===== src/rtl/cpu_pkg.sv =====
// cpu_pkg: opcode values and control-unit state encoding shared by datapath, control and bench
package cpu_pkg;
  typedef enum logic [3:0] {
    S_RESET, S_T0, S_T1, S_T2, S_T3, S_T4, S_T5, S_T6, S_T7, S_HALT
  } state_t;
  localparam logic [4:0] OP_LD   = 5'b00000;
  localparam logic [4:0] OP_LDI  = 5'b00001;
  localparam logic [4:0] OP_ST   = 5'b00010;
  localparam logic [4:0] OP_ADD  = 5'b00011;
  localparam logic [4:0] OP_SUB  = 5'b00100;
  localparam logic [4:0] OP_SHR  = 5'b00101;
  localparam logic [4:0] OP_SHL  = 5'b00110;
  localparam logic [4:0] OP_ROR  = 5'b00111;
  localparam logic [4:0] OP_ROL  = 5'b01000;
  localparam logic [4:0] OP_AND  = 5'b01001;
  localparam logic [4:0] OP_OR   = 5'b01010;
  localparam logic [4:0] OP_ADDI = 5'b01011;
  localparam logic [4:0] OP_ANDI = 5'b01100;
  localparam logic [4:0] OP_ORI  = 5'b01101;
  localparam logic [4:0] OP_BR   = 5'b10010;
  localparam logic [4:0] OP_JR   = 5'b10011;
  localparam logic [4:0] OP_NOP  = 5'b11001;
  localparam logic [4:0] OP_HALT = 5'b11010;
endpackage


===== src/rtl/control_unit.sv =====
// control_unit: hardwired fetch/decode/execute sequencer driving datapath strobes from (state, opcode)
module control_unit
  import cpu_pkg::*;
(
  input  logic       clock,
  input  logic       reset_n,
  input  logic [4:0] opcode,
  input  logic       con_ff,
  input  logic       mem_done,
  input  logic       stop,
  output logic       Gra,
  output logic       Grb,
  output logic       Grc,
  output logic       Rin,
  output logic       Rout,
  output logic       BAout,
  output logic       Cout,
  output logic       PCout,
  output logic       Zlowout,
  output logic       MDRout,
  output logic       PCin,
  output logic       IRin,
  output logic       MARin,
  output logic       MDRin,
  output logic       Yin,
  output logic       Zin,
  output logic       CONin,
  output logic       IncPC,
  output logic       Read,
  output logic       Write,
  output logic [4:0] alu_op,
  output logic       run
);
  state_t state, nxt;
  logic t1_wait;
  logic is_r, is_imm, is_mem;
  logic [4:0] imm_alu;
  assign is_r    = opcode >= OP_ADD && opcode <= OP_OR;
  assign is_imm  = opcode >= OP_ADDI && opcode <= OP_ORI;
  assign is_mem  = opcode == OP_LD || opcode == OP_ST;
  assign imm_alu = opcode == OP_ADDI ? OP_ADD : opcode == OP_ANDI ? OP_AND : OP_OR;
  // t1_wait marks repeat T1 cycles so the PC reload happens only once per fetch
  always_ff @(posedge clock or negedge reset_n)
    if (!reset_n) begin
      state   <= S_RESET;
      t1_wait <= 1'b0;
    end else begin
      state   <= nxt;
      t1_wait <= state == S_T1 && !mem_done;
    end
  always_comb begin
    {Gra, Grb, Grc, Rin, Rout, BAout, Cout, PCout, Zlowout, MDRout} = '0;
    {PCin, IRin, MARin, MDRin, Yin, Zin, CONin, IncPC, Read, Write} = '0;
    alu_op = '0;
    nxt = state;
    run = state != S_RESET && state != S_HALT;
    case (state)
      S_RESET: nxt = S_T0;
      S_T0: begin
        PCout = 1'b1; MARin = 1'b1; IncPC = 1'b1; Zin = 1'b1;
        nxt = stop ? S_HALT : S_T1;
      end
      S_T1: begin
        Zlowout = !t1_wait; PCin = !t1_wait; Read = 1'b1; MDRin = 1'b1;
        nxt = mem_done ? S_T2 : S_T1;
      end
      S_T2: begin
        MDRout = 1'b1; IRin = 1'b1;
        nxt = S_T3;
      end
      S_T3: begin
        nxt = S_T0;
        if (is_r || is_imm) begin
          Grb = 1'b1; Rout = 1'b1; Yin = 1'b1; nxt = S_T4;
        end else if (is_mem || opcode == OP_LDI) begin
          Grb = 1'b1; BAout = 1'b1; Yin = 1'b1; nxt = S_T4;
        end else if (opcode == OP_BR) begin
          Gra = 1'b1; Rout = 1'b1; CONin = 1'b1; nxt = S_T4;
        end else if (opcode == OP_JR) begin
          Gra = 1'b1; Rout = 1'b1; PCin = 1'b1;
        end else if (opcode == OP_HALT)
          nxt = S_HALT;
      end
      S_T4: begin
        nxt = S_T5;
        if (is_r) begin
          Grc = 1'b1; Rout = 1'b1; Zin = 1'b1; alu_op = opcode;
        end else if (is_imm) begin
          Cout = 1'b1; Zin = 1'b1; alu_op = imm_alu;
        end else if (is_mem || opcode == OP_LDI) begin
          Cout = 1'b1; Zin = 1'b1; alu_op = OP_ADD;
        end else if (opcode == OP_BR) begin
          PCout = 1'b1; Yin = 1'b1;
        end else
          nxt = S_T0;
      end
      S_T5: begin
        nxt = S_T0;
        if (is_r || is_imm || opcode == OP_LDI) begin
          Zlowout = 1'b1; Gra = 1'b1; Rin = 1'b1;
        end else if (is_mem) begin
          Zlowout = 1'b1; MARin = 1'b1; nxt = S_T6;
        end else if (opcode == OP_BR) begin
          Cout = 1'b1; Zin = 1'b1; alu_op = OP_ADD; nxt = S_T6;
        end
      end
      S_T6: begin
        nxt = S_T0;
        if (opcode == OP_LD) begin
          Read = 1'b1; MDRin = 1'b1; nxt = mem_done ? S_T7 : S_T6;
        end else if (opcode == OP_ST) begin
          Gra = 1'b1; Rout = 1'b1; MDRin = 1'b1; nxt = S_T7;
        end else if (opcode == OP_BR) begin
          Zlowout = con_ff; PCin = con_ff;
        end
      end
      S_T7: begin
        nxt = S_T0;
        if (opcode == OP_LD) begin
          MDRout = 1'b1; Gra = 1'b1; Rin = 1'b1;
        end else if (opcode == OP_ST) begin
          Write = 1'b1; nxt = mem_done ? S_T0 : S_T7;
        end
      end
      S_HALT: nxt = S_HALT;
      default: nxt = S_RESET;
    endcase
  end
endmodule


===== config.mk =====
export PLATFORM = sky130hd
export DESIGN_NAME = control_unit
export DESIGN_NICKNAME = d
export VERILOG_FILES = /design/src/rtl/cpu_pkg.sv /design/src/rtl/control_unit.sv
export SDC_FILE = /design/constraint.sdc
export NUM_CORES = 1
export LEC_CHECK = 0
export ABC_CLOCK_PERIOD_IN_PS = 4950
export CAP_MARGIN = 15
export CORE_MARGIN = 2
export CORE_UTILIZATION = 46
export CTS_BUF_LIST = sky130_fd_sc_hd__clkbuf_4 sky130_fd_sc_hd__clkbuf_8
export DETAILED_ROUTE_END_ITERATION = 8
export GPL_TIMING_DRIVEN = 1
export PLACE_DENSITY = 0.87
export SYNTH_ARGS = -nofsm -noshare
export SYNTH_HDL_FRONTEND = slang
export SYNTH_SLANG_ARGS = --single-unit

===== constraint.sdc =====
create_clock -name clock -period 4.95 [get_ports clock]
set_input_delay 0.99 -clock clock [delete_from_list [all_inputs] [get_ports clock]]
set_output_delay 0.99 -clock clock [all_outputs]
set_load 0.01 [all_outputs]

After elaboration in Yosys (flattened, before gate mapping)
Index checks and enable logic that the tools add are counted.

Bits in registers: 5. Word-level logic and storage cells: 119.

Mux-type cells: 83. Equality and inequality tests: 17. Order comparisons: 4. Reductions and logical operators: 13.

Operators with widths (count): two-way mux 4 bit (14); two-way mux 1 bit (41); case mux 4 bit (10 select lines) (1); two-way mux 3 bit (7); == test 4 x 3 -> 1 bit (second input constant) (4); case mux 1 bit (2 select lines) (8); == test 5 bit (second input constant) (3); case mux 1 bit (3 select lines) (4); == test 5 x 4 -> 1 bit (second input constant) (2); less-or-equal comparator 5 x 4 -> 1 bit (second input constant) (2); two-way mux 2 bit (5); case mux 5 bit (2 select lines) (1); == test 4 x 2 -> 1 bit (second input constant) (2); == test 4 bit (second input constant) (2); == test 5 x 1 -> 1 bit (second input constant) (1); == test 5 x 2 -> 1 bit (second input constant) (1); greater-or-equal comparator 5 x 2 -> 1 bit (second input constant) (1); greater-or-equal comparator 5 x 4 -> 1 bit (second input constant) (1); zero test 5 bit (1); two-way mux 5 bit (1); == test 4 x 1 -> 1 bit (second input constant) (1); logical AND 1 bit (4); zero test 4 bit (1); logical OR 1 bit (4); 4 further kinds (5).

Longest topological paths before layout
Word-level depth: 7. Mapped depth: 5. Depth with buffers taken out: 4.

Worst setup path before layout
OpenSTA, ideal clock, no wires.

Path type: input port to output port. From: input opcode[3]. To: output PCout. Stages on the path: 4. Slack: 1851 ps. Arrival: 2109 ps. Buffers on the path: 1. Cells stage by stage: or2_2 clkbuf_1 or4_1 o21ai_0.

Longest elaborated chain between the ends: 7.

Ends and longest elaborated chain: start: declaration (line control_unit.sv:7) `input logic [4:0] opcode,`; parallel branches: the longest is 5 deep, another holds greater-or-equal comparator 5 x 4 -> 1 bit; two-way mux 1 bit * (line control_unit.sv:86) `if (is_r) begin`; case mux 1 bit (2 select lines) * (line control_unit.sv:57) `case (state)`; end: declaration (line control_unit.sv:18) `output logic PCout,`.

Every way passes the cells marked *.

Worst setup path in the final report
From: input opcode[3]. To: output PCin.

Longest elaborated chain between the ends: 6.

Ends and longest elaborated chain: == test 5 bit (tied with other cells) (line control_unit.sv:79) `end else if (opcode == OP_JR) begin`; two-way mux 1 bit / logical OR 1 bit (equally long branches) (line control_unit.sv:79, control_unit.sv:40); two-way mux 1 bit / logical OR 1 bit (equally long branches) (line control_unit.sv:77, control_unit.sv:75); two-way mux 1 bit (line control_unit.sv:75) `end else if (is_mem || opcode == OP_LDI) begin`; two-way mux 1 bit (line control_unit.sv:73) `if (is_r || is_imm) begin`; case mux 1 bit (3 select lines) * (line control_unit.sv:57); end: declaration (line control_unit.sv:21) `output logic PCin,`.

Mark *: on every way between the ends. The rest lies on a longest branch, timed or not.

==> metrics.md <==
| Metric | Value |
|---|---|
| Fraction of synthesized cell area in xor and xnor cells | 0.0109 |
| Reg2reg start | state[3] |
| Crit path arrival time | between 3 and 4 ns |
| Share of layout cells above drive strength 1 | 0.0872 |
| Hold-fix buffers, CTS | 0 |
| # diodes | 0 |
| Lkg Pwr | ~0.45 nW |
| Hold WC Path Type | register to register |
| Synth-to-layout area growth | 43.1% |
| I/O Buffers | 34 |
| TritonCTS clock tree | yes |
| Clock period minus worst slack | 4.27 ns |
| Compound-Gate Fraction of Synth Area | 0.308 |
| Reg-to-Reg End | state[2] |
| Maxcap violations | 0 |
| Skew final | between 0.0015 and 0.002 ns |
| Chip Width | about 46 um |
| Final Setup Violations | 0 |
| #FFs+latches synth | 5 |
| Net Switching | around 190 uW |
| Main combinational cell family by area after synthesis | simple AND/OR/NAND/NOR gates |
| Vias in the first global route | roughly 980 |
| Remaining DRCs | 0 |
| IO Count | 36 |
| Synth Net Count | around 130 |
| GRT Total Usage | 0.268 |
| CTS root buf | clkbuf_4 |
| Post-CTS Setup Inserts | 0 |
| Avg WL per Cell | about 15 um |
| Type of origin of the critical path | input pin |
| Num CTS Buffers | 3 |
| Largest net degree at the start of global routing | 18 |
| Commonest non-fill, non-tap cell in the layout | clkdlybuf4s50_1 |
| Logic pwr share | 0.648 |
| IR drop worst, VDD | around 0.18 mV |
| YS warnings | 0 |
| GP Congestion | roughly 0.9 |
| Worst-Margin Slew | approximately 0.50 ns |
| Worst setup endpoint | PCin |
| Post-route ant nets | 0 |
| Core box area | around 1700 um^2 |
| Clock share of power | 0.126 |
| Filler cells | between 150 and 200 |
| Syn Area/Cell | 6.65 um^2 |
| Multiplexer area fraction after synthesis | 0 |
| Setup TNS | 0 ns |
| Quantity of gates resized following cts | 0 |
| Total power | roughly 430 uW |
| Post-synth cell types | 44 |
| Die height | about 46 um |
| Crit path from | opcode[3] |
| Tcrit/Tclk final | 0.862 |
| First-iteration detailed-routing DRC count | 45 |
| Post-synthesis simple-gate area fraction | 0.428 |
| Post-DP HPWL | around 1900 um |
| Antenna violations before repair | 0 |
| Multi-input gate area | around 600 um^2 |
| Post-Synth Adder-Cell Area | 0 |
| Global-route wire length before repair | just over 4000 um |
| Worst path required time | 3.96 ns |
| FMAX | 234 MHz |
| Reg2reg path depth | 4 |
| Register area share after synthesis | 0.156 |
| Sequential Area | 125 um^2 |
| # nets final | 160 |
| H-tree levels | 1 |
| DR vias | between 1000 and 1500 |
| Final wirelength | between 2000 and 3000 um |
| Slew Limit Fails | 0 |
| Clk slew on worst S/H paths | roughly 0.040 ns |
| Grt ovf | 0 |
| TritonRoute pass-1 iters | 4 |
| Clock Sinks | 5 |
| Final hold vios | 0 |
| Die ar. | 2100 um^2 |
| Row cnt | 15 |
| Clk Latency, worst-skew pair | 0.25 ns |
| Hold slack final | slightly below 0.8 ns |
| Max clock buf depth | 2 |
| Post-Syn Area | 805 um^2 |
| Critical Path Sink Type | output port |
| Slew HR | 0.667 |
| Sequential Power Share | 0.226 |
| Sw Ratio | 0.437 |
| RSZ-0062 raised after global routing | no |
| Outcome | finished, final reports clean |
| Most frequent cells in the layout | clkdlybuf4s50_1 (34), nand2_1 (20), nor2_1 (12) |
| Initial core utilization | 0.476 |
| PwrDens | ~370 nW/um^2 |
| Setup slack, reg-to-reg | ~3.2 ns |
| CP Class | input pin to output port |
| Vias per cell | approximately 6.3 |
| CP max FO | 12 |
| P_int | ~240 uW |
| Synth Instances | 121 |
==> per-layer routing <==
| metal | up-vias | global-route usage | part of all wire |
|---|---|---|---|
| li1 | 497 | - | - |
| met1 | 479 | 0.304 | 0.41 |
| met2 | 61 | 0.445 | 0.50 |
| met3 | 8 | 0.0516 | 0.068 |
| met4 | 0 | 0.189 | 0.026 |
| met5 | - | 0 | 0 |
==> flip-flops by register name (all words and copies together) (netlist names) <==
register,flops
t1_wait,1
state,4
==> cells in the mapped netlist <==
| library cell | n | share of area |
|---|---|---|
| nor3b_2 | 2 | 0.031 |
| nor2_1 | 12 | 0.056 |
| or2_2 | 1 | 0.0078 |
| o41ai_1 | 1 | 0.011 |
| a21oi_1 | 3 | 0.019 |
| nor3_1 | 2 | 0.012 |
| or4b_4 | 1 | 0.017 |
| buf_2 | 6 | 0.037 |
| nand4bb_1 | 1 | 0.014 |
| buf_4 | 1 | 0.0093 |
| nor4b_2 | 1 | 0.019 |
| nand2_1 | 20 | 0.093 |
| clkbuf_1 | 4 | 0.019 |
| o311ai_1 | 1 | 0.011 |
| nor4_2 | 1 | 0.016 |
| o21ai_0 | 11 | 0.068 |
| or4_1 | 2 | 0.019 |
| dfrtp_1 | 5 | 0.16 |
| o211ai_1 | 3 | 0.028 |
| o31ai_1 | 3 | 0.028 |
| inv_1 | 6 | 0.028 |
| o21ai_1 | 1 | 0.0062 |
| nor3b_1 | 1 | 0.0093 |
| nand2b_1 | 1 | 0.0078 |
| nand3b_1 | 2 | 0.019 |
| a31oi_1 | 2 | 0.016 |
| a211oi_1 | 2 | 0.019 |
| a2bb2oi_1 | 1 | 0.011 |
| nor2b_1 | 2 | 0.016 |
| conb_1 | 1 | 0.0047 |
| or3b_2 | 1 | 0.011 |
| nand3_1 | 3 | 0.019 |
| a21o_1 | 3 | 0.028 |
| nor4_1 | 2 | 0.016 |
| o31a_1 | 1 | 0.011 |
| or3_1 | 1 | 0.0078 |
| a221o_1 | 1 | 0.012 |
| o221ai_1 | 1 | 0.011 |
| and3_1 | 2 | 0.016 |
| nor2b_2 | 1 | 0.011 |
| o21a_1 | 2 | 0.019 |
| xor2_1 | 1 | 0.011 |
| or4b_1 | 1 | 0.012 |
| o311ai_0 | 1 | 0.011 |
==> worst max-delay path, stage by stage <==
cell and delay, ns:
clkdlybuf4s50_1 0.60, or2_2 0.43, nor4_1 0.36, a31oi_1 0.19, o41ai_1 0.10, clkdlybuf4s50_1 0.60
==> cells by family (layout without fill, tap and decap cells) <==
logic type / count (synthesis) / after routing
other: 1 / 1
flip-flops: 5 / 5
AND/OR/NAND/NOR: 60 / 60
buffers and inverters: 17 / 45
XOR/XNOR: 1 / 1
AO/OA/AOI/OAI: 37 / 37
==> area by class of cell <==
| type | count | area share |
|---|---|---|
| clock buffers | 4 | 0.0261 |
| repair buffers | 35 | 0.302 |
| multi-input cells | 99 | 0.525 |
| well taps | 17 | 0.0185 |
| flip-flops and latches | 5 | 0.109 |
| inverters | 6 | 0.0196 |
==> stage by stage <==
step	util	cells	cell area (um^2)	setup slack [ns]
finish	0.681	166	1150	0.681
global route	0.681	166	1150	0.587
CTS	0.681	166	1150	0.717
detailed placement	0.664	162	1120	0.722
global placement	0.664	162	1120	0.802
floorplan	-	121	805	1.85
==> power by group through the flow <==
| stage | clock network, mW | logic (mW) | registers (mW) |
|---|---|---|---|
| 2_1_floorplan | 0 | 0.174 | 0.0697 |
| 3_3_place_gp | 0 | 0.270 | 0.0955 |
| 3_5_place_dp | 0 | 0.274 | 0.0961 |
| 4_1_cts | 0.0546 | 0.276 | 0.0956 |
| 5_1_grt | 0.0569 | 0.300 | 0.102 |
| 6_report | 0.0541 | 0.278 | 0.0970 |
==> worst min path at each step <==
| stage | start | to | cells after the start |
|---|---|---|---|
| 3_5_place_dp | state[1] | state[3] | 1 |
| 5_1_grt | state[1] | state[3] | 1 |
| 2_1_floorplan | state[0] | t1_wait | 2 |
| 3_3_place_gp | state[1] | state[3] | 1 |
| 4_1_cts | state[1] | state[3] | 1 |
| 6_report | state[1] | state[3] | 1 |
(Power assumes the default switching activity.)
